==> src/rtl/pinmux_arb_pkg.sv <==
// Shared types and defaults for the pad arbiter: pad ownership states and
// default widths used by pinmux_arb_pad and pinmux_arbiter.
package pinmux_arb_pkg;

  typedef enum logic [1:0] {
    OWN_GPIO   = 2'd0,
    BRK_P      = 2'd1,
    OWN_PERIPH = 2'd2,
    BRK_G      = 2'd3
  } pad_state_e;

  localparam int NPIN_DEFAULT   = 5;
  localparam int GW_DEFAULT     = 4;
  localparam int CONFLICT_CNT_W = 16;

endpackage

==> src/rtl/pinmux_arb_pad.sv <==
// One shared pad: ownership FSM with a hi-Z guard counter between GPIO and
// peripheral ownership. Outputs decode only the registered state.
module pinmux_arb_pad
  import pinmux_arb_pkg::*;
#(
  parameter int GW = GW_DEFAULT
) (
  input  logic          clk_i,
  input  logic          rst_ni,
  input  logic          periph_req_i,
  input  logic          periph_o_i,
  input  logic          gpio_o_i,
  input  logic          gpio_oe_i,
  input  logic          lock_i,
  input  logic [GW-1:0] guard_cycles_i,
  output logic          pad_out_o,
  output logic          pad_oeb_o,
  output logic          periph_gnt_o
);

  pad_state_e    r_state;
  pad_state_e    w_state_next;
  logic [GW-1:0] r_cnt;
  logic [GW-1:0] w_cnt_next;
  logic          w_release;
  logic          w_guard_zero;
  logic          w_cnt_last;

  assign w_release    = ~periph_req_i | lock_i;
  assign w_guard_zero = (guard_cycles_i == '0);
  // A BRK state is only entered with a non-zero count; <=1 keeps it from
  // ever wrapping if that assumption were broken.
  assign w_cnt_last   = (r_cnt <= GW'(1));

  always_ff @(posedge clk_i) begin
    if (!rst_ni) begin
      r_state <= OWN_GPIO;
      r_cnt   <= '0;
    end else begin
      r_state <= w_state_next;
      r_cnt   <= w_cnt_next;
    end
  end

  always_comb begin
    w_state_next = r_state;
    w_cnt_next   = r_cnt;
    unique case (r_state)
      OWN_GPIO: begin
        if (periph_req_i && !lock_i) begin
          if (w_guard_zero) begin
            w_state_next = OWN_PERIPH;
          end else begin
            w_state_next = BRK_P;
            w_cnt_next   = guard_cycles_i;
          end
        end
      end
      BRK_P: begin
        if (w_release) begin
          w_state_next = OWN_GPIO;
          w_cnt_next   = '0;
        end else if (w_cnt_last) begin
          w_state_next = OWN_PERIPH;
          w_cnt_next   = '0;
        end else begin
          w_cnt_next   = r_cnt - GW'(1);
        end
      end
      OWN_PERIPH: begin
        if (w_release) begin
          if (w_guard_zero) begin
            w_state_next = OWN_GPIO;
          end else begin
            w_state_next = BRK_G;
            w_cnt_next   = guard_cycles_i;
          end
        end
      end
      BRK_G: begin
        // Handback always runs to completion; requests wait for OWN_GPIO.
        if (w_cnt_last) begin
          w_state_next = OWN_GPIO;
          w_cnt_next   = '0;
        end else begin
          w_cnt_next   = r_cnt - GW'(1);
        end
      end
      default: begin
        w_state_next = OWN_GPIO;
        w_cnt_next   = '0;
      end
    endcase
  end

  always_comb begin
    pad_out_o    = 1'b0;
    pad_oeb_o    = 1'b1;
    periph_gnt_o = 1'b0;
    unique case (r_state)
      OWN_GPIO: begin
        pad_out_o = gpio_o_i;
        pad_oeb_o = ~gpio_oe_i;
      end
      OWN_PERIPH: begin
        pad_out_o    = periph_o_i;
        pad_oeb_o    = 1'b0;
        periph_gnt_o = 1'b1;
      end
      default: begin
        pad_out_o    = 1'b0;
        pad_oeb_o    = 1'b1;
        periph_gnt_o = 1'b0;
      end
    endcase
  end

endmodule

==> src/rtl/pinmux_arbiter.sv <==
// NPIN shared pads arbitrated between a peripheral and GPIO. Optional
// saturating conflict counter when PINMUX_CONFLICT_CNT_EN is defined.
module pinmux_arbiter
  import pinmux_arb_pkg::*;
#(
  parameter int NPIN = NPIN_DEFAULT,
  parameter int GW   = GW_DEFAULT
) (
  input  logic                      clk_i,
  input  logic                      rst_ni,
  input  logic [NPIN-1:0]           periph_req_i,
  input  logic [NPIN-1:0]           periph_o_i,
  input  logic [NPIN-1:0]           gpio_o_i,
  input  logic [NPIN-1:0]           gpio_oe_i,
  input  logic [NPIN-1:0]           lock_i,
  input  logic [GW-1:0]             guard_cycles_i,
  output logic [NPIN-1:0]           pad_out_o,
  output logic [NPIN-1:0]           pad_oeb_o,
  output logic [NPIN-1:0]           periph_gnt_o
`ifdef PINMUX_CONFLICT_CNT_EN
  ,
  input  logic                      conflict_clr_i,
  output logic [CONFLICT_CNT_W-1:0] conflict_cnt_o
`endif
);

  for (genvar gi = 0; gi < NPIN; gi++) begin : g_pad
    pinmux_arb_pad #(
      .GW(GW)
    ) u_pad (
      .clk_i          (clk_i),
      .rst_ni         (rst_ni),
      .periph_req_i   (periph_req_i[gi]),
      .periph_o_i     (periph_o_i[gi]),
      .gpio_o_i       (gpio_o_i[gi]),
      .gpio_oe_i      (gpio_oe_i[gi]),
      .lock_i         (lock_i[gi]),
      .guard_cycles_i (guard_cycles_i),
      .pad_out_o      (pad_out_o[gi]),
      .pad_oeb_o      (pad_oeb_o[gi]),
      .periph_gnt_o   (periph_gnt_o[gi])
    );
  end

`ifdef PINMUX_CONFLICT_CNT_EN
  logic                      w_conflict;
  logic [CONFLICT_CNT_W-1:0] r_conflict_cnt;

  // Grant is high exactly in OWN_PERIPH, so it doubles as the state decode.
  assign w_conflict = |(periph_gnt_o & gpio_oe_i);

  always_ff @(posedge clk_i) begin
    if (!rst_ni) begin
      r_conflict_cnt <= '0;
    end else if (conflict_clr_i) begin
      r_conflict_cnt <= '0;
    end else if (w_conflict && (r_conflict_cnt != {CONFLICT_CNT_W{1'b1}})) begin
      r_conflict_cnt <= r_conflict_cnt + CONFLICT_CNT_W'(1);
    end
  end

  assign conflict_cnt_o = r_conflict_cnt;
`endif

endmodule

==> config.mk <==
export PLATFORM = sky130hd
export DESIGN_NAME = pinmux_arbiter
export DESIGN_NICKNAME = d
export VERILOG_FILES = /design/src/rtl/pinmux_arb_pkg.sv /design/src/rtl/pinmux_arb_pad.sv /design/src/rtl/pinmux_arbiter.sv
export SDC_FILE = /design/constraint.sdc
export NUM_CORES = 1
export LEC_CHECK = 0
export CAP_MARGIN = 20
export CORE_ASPECT_RATIO = 0.6
export CORE_MARGIN = 4
export CORE_UTILIZATION = 48
export DETAILED_ROUTE_END_ITERATION = 10
export PLACE_DENSITY = 0.76
export SLEW_MARGIN = 10
export SYNTH_ARGS = -nofsm -noshare
export SYNTH_HDL_FRONTEND = slang
export SYNTH_SLANG_ARGS = --single-unit
==> constraint.sdc <==
create_clock -name clk_i -period 1.65 [get_ports clk_i]
set_input_delay 0.33 -clock clk_i [delete_from_list [all_inputs] [get_ports clk_i]]
set_output_delay 0.33 -clock clk_i [all_outputs]
set_load 0.005 [all_outputs]
==> results of run 1 <==
-- routing by layer --
layer | up-vias | share of wire (%) | wire length (µm) | GRT usage (%)
met5 | - | 0 | 0 | 0
met4 | 0 | 1.6 | 121 | 7.90
met3 | 13 | 8.8 | 689 | 6.06
met2 | 148 | 43 | 3380 | 36.9
met1 | 1318 | 46 | 3610 | 33.1
li1 | 1366 | - | - | -
-- worst max path at each step --
stage / slack [ns] / start / cells past startpoint / to
global placement: -0.45 / guard_cycles_i[2] / 5 / g_pad[1].u_pad.r_state[1]
detailed placement: -0.50 / guard_cycles_i[2] / 7 / g_pad[1].u_pad.r_cnt[1]
floorplan: -0.02 / guard_cycles_i[2] / 6 / g_pad[1].u_pad.r_state[1]
CTS: 0.008 / g_pad[2].u_pad.r_state[0] / 2 / periph_gnt_o[2]
finish: 0.03 / g_pad[3].u_pad.r_cnt[0] / 5 / g_pad[3].u_pad.r_state[0]
global route: -0.02 / periph_req_i[1] / 7 / g_pad[1].u_pad.r_cnt[0]
-- through the flow --
step	power, W	instances	setup TNS [ns]	hold slack (ns)	instance area [µm²]
2_1_floorplan	0.00129	330	-0.0204	0.469	2480
3_3_place_gp	0.00159	467	-11.13	0.481	3280
3_5_place_dp	0.00161	467	-12.39	0.500	3280
4_1_cts	0.00226	477	0	0.509	3440
5_1_grt	0.00244	478	-0.0178	0.509	3570
6_report	0.00233	478	0	0.504	3570
-- cell usage after synthesis, drive strengths merged (5+ instances only) --
cell type   n
nor2b       9
a221oi      6
a211oi      5
buf        20
mux2i       6
nand2      19
inv        23
nor2       31
o21ai      18
o211ai      5
clkbuf     16
nand3       9
ha         10
nand3b      5
a21oi      29
or3         6
nor4        5
dfxtp      30
nor3        6
a2bb2oi     6
nand2b      8
-- logic make-up after synthesis --
kind of cell / count (synthesis) / share of synthesized area [%]
buffers and inverters: 59 / 12.1
DFF: 30 / 24.3
adders and majority gates: 10 / 5.07
xor gates and xnor gates: 3 / 1.06
and+or+nand+nor: 117 / 25.8
AOI/OAI and AO/OA: 103 / 28.3
muxes: 8 / 3.34
-- repair_timing --
| item | in CTS | in global routing |
|---|---|---|
| hold endpoints to repair | 0 | 0 |
| setup buffers | 1 | 1 |
| pin swaps | 1 | 6 |
| gates resized for setup | 47 | 33 |
| endpoints found under the setup margin | 41 | 12 |
| gates cloned | 1 | 0 |
-- power by group through the flow --
stage          logic (W)  registers (W)  clock network (W)
2_1_floorplan   0.000449       0.000837                  0
3_3_place_gp    0.000730       0.000858                  0
3_5_place_dp    0.000752       0.000862                  0
4_1_cts         0.000758       0.000844           0.000656
5_1_grt         0.000900       0.000855           0.000682
6_report        0.000827       0.000848           0.000650
-- cell usage in the layout, fill, tap and decap left out, drive strengths merged, types with 8 or more instances in the layout --
cell type / synthesis / routed
a21oi: 29 / 29
nand2b: 8 / 8
dlygate4sd2: 0 / 15
nand2: 19 / 19
ha: 10 / 10
nor2: 31 / 31
nor2b: 9 / 9
inv: 23 / 23
nand3: 9 / 9
buf: 20 / 67
clkbuf: 16 / 9
o21ai: 18 / 18
dfxtp: 30 / 30
clkdlybuf4s50: 0 / 24
-- layout make-up --
type	instances	area, µm²	area share, %
clock buffer	7	86.3	2.42
inverter	23	86.3	2.42
clock inverter	1	5.00	0.140
tap	63	78.8	2.21
timing repair buffer	112	932	26.1
multi-input combinational	242	1760	49.2
sequential	30	626	17.5
-- sequential cells by signal, summed over array words and instances (netlist names) --
register	cells
g_pad.u_pad.r_cnt	20
g_pad.u_pad.r_state	10
-- worst max-delay path, cell delays in order (launching register included) --
cell and delay (ns):
dfxtp_1 0.35, inv_1 0.06, ha_1 0.22, or2_4 0.26, and2_1 0.18, a2111oi_1 0.41
==> reports/metrics.csv, run 1 <==
stage,metric,value,unit
critical_path,startpoint_type,register,
power_and_ir_drop,sw_frac_of_total,33.6,%
routing,vias_per_cell,5.95,
timing,clock.fmax,617,MHz
final_layout,final_core_util,74.7,%
synth,synth.avg_cell_area,7.48,µm²
routing,drt_wl_total,7800,µm
cts,cts_tree,done,
final_layout,finalNetCount,455,
min_path,hold_start,guard_cycles_i[0],
power_and_ir_drop,power.leakage,1.46,nW
critical_path,rr_worst_depth,5,
critical_path,critPathKind,reg2reg,
floorplanning,start_util,51.7,%
routing,wl_per_cell,16.3,µm
timing,period_needed,1.62,ns
grt,grt_pass1_vias,2692,
placement,dp_hpwl,5860,µm
power_and_ir_drop,p_seq_share,36.5,%
critical_path,crit_path_max_fanout,4,
min_path,hold_path_depth,3,
synth,synth_cells,330,
critical_path,cp_data_arrival_time,1.79,ns
timing,fin_ws,0.0304,ns
routing,first_pass_iters,5,
critical_path,reg2reg_from,g_pad[3].u_pad.r_cnt[0],
floorplanning,pin_count,46,
min_path,min_to,g_pad[2].u_pad.r_cnt[0],
cts,cts-root-buf,clkbuf_8,
floorplanning,dieArea,6390,µm²
synth,synthesis.area,2470,µm²
min_path,hold_path.class,in2reg,
cts,numCtsBuffers,5,
cts,clock_path_buffers,2,
run,drv_cap,0,
cts,clock-sinks,30,
timing,slew_viol_final,0,
floorplanning,chipWidth,101,µm
routing,vias,2845,
outcome,status,completed,
synth,yosysWarnings,0,
placement,gp_congestion,0.952,
power_and_ir_drop,power_switching,0.000782,W
critical_path,ff2ff_setup_slack,0.03,ns
power_and_ir_drop,vdd_drop_max,0.382,mV
critical_path,worstPathRequired,1.82,ns
critical_path,crit_path_end_kind,register,
timing,slew_headroom,66.1,%
synth,synth-main-ff-cell,dfxtp_1,
placement,dp_slack,-0.505,ns
final_layout,area_growth,44.5,%
grt,grt_usage,24.2,%
synth,synth_top_area_cell,dfxtp_1,
cts,insertion_delay,0.30,ns
synth,ys_top_cells_by_area,"dfxtp_1, a21oi_1, ha_1",
final_layout,antennaDiodeCount,0,
floorplanning,fp-row-count,19,
synth,ys_types,56,
synth,ys_seq_area_share,24.3,%
floorplanning,core_area,4780,µm²
final_layout,n_fill_cell,375,
cts,clkSlewWorstSetupHoldPaths,0.07,ns
placement,numPortBuffers,45,
power_and_ir_drop,p_per_area,651,nW/µm²
power_and_ir_drop,p_clk_share,28.0,%
grt,grt_max_degree,14,
synth,postSynth.asyncResetShare,0,%
timing,tightestPinTransition,0.505,ns
synth,synth_top_area_share,24.3,%
cts,htreeDepth,2,
routing,dr.first_iter.drc_count,163,
timing,timing.final.crit_share,98.2,%
synth,synth-edff-count,0,
final_layout,drive_gt1_share,29.9,%
power_and_ir_drop,intPower,0.00154,W
timing,clock_skew,0.0132,ns
timing,rsz0062_at_grt,true,
critical_path,regToRegEndpoint,g_pad[3].u_pad.r_state[0],
floorplanning,die_h,63.6,µm
grt,antenna_found_initial,0,
timing,setup_viol,0,
synth,synth_seq_cells,30,
routing,drc,0,
cts,hold_buffers,0,
synth,synth_nets,371,
grt,grt_pass1_wl,12600,µm
power_and_ir_drop,p_comb_share,35.6,%
routing,drt.antenna.violating_nets,0,
timing,hold_viol,0,
grt,grt-ovfl-total,0,
Note: power is estimated with default switching activity, not from simulation.
==> run 2, diff against run 1 <==
--- a/config.mk
+++ b/config.mk
@@ -5,11 +5,13 @@
 export SDC_FILE = /design/constraint.sdc
 export NUM_CORES = 1
 export LEC_CHECK = 0
+export ABC_CLOCK_PERIOD_IN_PS = 1650
 export CAP_MARGIN = 20
 export CORE_ASPECT_RATIO = 0.6
 export CORE_MARGIN = 4
 export CORE_UTILIZATION = 48
 export DETAILED_ROUTE_END_ITERATION = 10
+export GPL_ROUTABILITY_DRIVEN = 0
 export PLACE_DENSITY = 0.76
 export SLEW_MARGIN = 10
 export SYNTH_ARGS = -nofsm -noshare
==> results of run 2 <==
Final layout, timing and power as in run 1 (identical DEF).
==> run 3, diff against run 2 <==
--- a/config.mk
+++ b/config.mk
@@ -12,7 +12,7 @@
 export CORE_UTILIZATION = 48
 export DETAILED_ROUTE_END_ITERATION = 10
 export GPL_ROUTABILITY_DRIVEN = 0
-export PLACE_DENSITY = 0.76
+export PLACE_DENSITY = 0.73
 export SLEW_MARGIN = 10
 export SYNTH_ARGS = -nofsm -noshare
 export SYNTH_HDL_FRONTEND = slang
==> reports/metrics.csv, run 3 (synthesis gave the netlist of run 1 again) <==
stage,metric,value,unit,change
critical_path,endpoint,g_pad[2].u_pad.r_cnt[3],,
timing,slew_headroom,69.0,%,+3.0 points
critical_path,cpMaxStageDelayCell,clkdlybuf4s50_1,,
floorplanning,pin_count,46,,unchanged
floorplanning,die_h,63.6,µm,unchanged
grt,grt_pass1_vias,2768,,+2.8%
critical_path,crit_chain,clkdlybuf4s50_1 -> nand2b_1 -> mux2i_1 -> buf_4 -> o211ai_1 -> a221oi_2,,
power_and_ir_drop,sw_frac_of_total,32.3,%,-1.3 points
timing,tightestPinTransition,0.461,ns,-0.0440 ns
cts,clock-sinks,30,,unchanged
timing,hold_viol,0,,unchanged
routing,dr.first_iter.drc_count,212,,+30%
power_and_ir_drop,intPower,0.00162,W,+4.9%
cts,cts_tree,done,,
cts,clock_path_buffers,2,,unchanged
final_layout,finalNetCount,458,,+0.66%
power_and_ir_drop,power.leakage,1.48,nW,+1.3%
timing,timing.final.crit_share,95.2,%,-2.9 points
critical_path,ff2ff_setup_slack,0.10,ns,+0.07 ns
grt,antenna_found_initial,0,,unchanged
routing,wl_per_cell,17.1,µm,+4.9%
placement,dp_hpwl,5870,µm,+0.31%
critical_path,worstPathRequired,1.85,ns,+0.03 ns
timing,setup_viol,0,,unchanged
timing,slew_viol_final,0,,unchanged
final_layout,largest_reg_flops,20,,unchanged
critical_path,cp_data_arrival_time,1.77,ns,-0.02 ns
floorplanning,start_util,51.7,%,unchanged
grt,grt_pass1_wl,13300,µm,+5.6%
final_layout,final_area,3600,µm²,+0.81%
critical_path,reg2reg_from,g_pad[3].u_pad.r_cnt[0],,
cts,cts-root-buf,clkbuf_8,,
critical_path,crit_path_max_incr_delay,0.51,ns,+0.10 ns
timing,period_needed,1.57,ns,-0.0485 ns
grt,grt-ovfl-total,0,,unchanged
critical_path,path_depth,6,,+1
floorplanning,dieArea,6390,µm²,unchanged
floorplanning,chipWidth,101,µm,unchanged
final_layout,drive_gt1_share,31.3,%,+1.5 points
critical_path,path_delay_family,buffers and inverters,,
power_and_ir_drop,power_switching,0.000773,W,-1.2%
timing,clock.fmax,636,MHz,+3.1%
placement,dp_slack,-0.549,ns,-0.0445 ns
critical_path,crit_path_end_kind,register,,
floorplanning,core_area,4780,µm²,unchanged
routing,vias,2898,,+1.9%
placement,numPortBuffers,45,,unchanged
final_layout,largestRegisters,"g_pad.u_pad.r_cnt (20), g_pad.u_pad.r_state (10)",,
final_layout,final_core_util,75.3,%,+0.60 points
critical_path,regToRegEndpoint,g_pad[3].u_pad.r_cnt[3],,
timing,rsz0062_at_grt,false,,
cts,numCtsBuffers,5,,unchanged
cts,clkSlewWorstSetupHoldPaths,0.07,ns,about the same
timing,clock_skew,0.00524,ns,-0.00797 ns
final_layout,antennaDiodeCount,0,,unchanged
final_layout,final_common_cell,buf_4,,
power_and_ir_drop,p_clk_share,29.9,%,+1.9 points
min_path,hold_path.class,in2reg,,
run,drv_cap,0,,unchanged
cts,htreeDepth,2,,unchanged
power_and_ir_drop,p_seq_share,35.8,%,-0.7 points
floorplanning,fp-row-count,19,,unchanged
routing,drc,0,,unchanged
routing,drt_wl_total,8240,µm,+5.6%
final_layout,largest-register,g_pad.u_pad.r_cnt,,
critical_path,startpoint_type,input port,,
final_layout,mostFrequentLayoutCells,"buf_4, nor2_1, a21oi_1",,
placement,place_area,3300,µm²,+0.69%
final_layout,area_growth,45.7,%,
power_and_ir_drop,p_per_area,665,nW/µm²,+2.0%
routing,vias_per_cell,6.02,,+1.2%
cts,insertion_delay,0.29,ns,about the same
routing,first_pass_iters,5,,unchanged
critical_path,critPathKind,in2reg,,
critical_path,crit_path_max_fanout,4,,unchanged
grt,grt_usage,25.7,%,+1.5 points
outcome,status,completed,,
routing,drt.antenna.violating_nets,0,,unchanged
critical_path,critPathLaunch,lock_i[2],,
timing,fin_ws,0.0789,ns,+0.0485 ns
power_and_ir_drop,p_comb_share,34.3,%,-1.3 points
critical_path,path_buf_inv,2,,+1
power_and_ir_drop,vdd_drop_max,0.499,mV,+31%
grt,grt_max_degree,14,,unchanged
min_path,hold_start,guard_cycles_i[0],,
critical_path,rr_worst_depth,6,,+1
-- run 3: layout make-up --
cell class              instances  area [µm²]
flip-flops and latches         30         634
well taps                      63        78.8
clock buffers                   8         110
repair buffers                115         945
fillers                       330        1180
multi-input cells             242        1740
inverters                      23        86.3
-- run 3: routing by layer --
layer	wire (µm)	up-vias	track usage, %
li1	-	1372	-
met2	3560	164	38.0
met5	0	-	0
met1	3550	1331	35.7
met3	907	31	6.62
met4	218	0	9.41
-- run 3: worst min-delay path by stage --
stage | endpoint | slack, ns | cells after the start
4_1_cts | g_pad[0].u_pad.r_cnt[2] | 0.52 | 2
3_3_place_gp | g_pad[2].u_pad.r_cnt[3] | 0.49 | 2
6_report | g_pad[3].u_pad.r_cnt[0] | 0.42 | 3
3_5_place_dp | g_pad[2].u_pad.r_cnt[3] | 0.51 | 2
2_1_floorplan | g_pad[2].u_pad.r_cnt[3] | 0.47 | 2
5_1_grt | g_pad[3].u_pad.r_cnt[0] | 0.44 | 3
-- run 3: power groups by stage --
stage	clock, W	combinational [W]	sequential (W)
final	0.000716	0.000820	0.000856
after global routing	0.000761	0.000893	0.000863
after CTS	0.000720	0.000758	0.000849
after detailed placement	0	0.000748	0.000865
after global placement	0	0.000731	0.000863
after floorplan	0	0.000449	0.000837
-- run 3: worst register-to-register path, delay by kind of cell (launching register included) --
kind	cells	cell delay, ns
flops	1	0.34
fa+ha+maj	1	0.21
buf+inv	1	0.07
compound gates	3	0.58
simple gates	1	0.26
-- run 3: repair_timing --
item,4_1_cts,5_1_grt
cloned,1,0
setup endpoints to repair,43,19
hold buffers,0,0
pin swaps,3,6
setup buffers,1,1
gates resized for setup,53,33
-- run 3: through the flow --
step	hold WS, ns	power [W]	cells	setup TNS (ns)
after global placement	0.492	0.00159	470	-12.39
after global routing	0.441	0.00252	481	0
after detailed placement	0.510	0.00161	470	-13.60
final	0.417	0.00239	481	0
after floorplan	0.469	0.00129	330	-0.0204
after CTS	0.522	0.00233	480	0
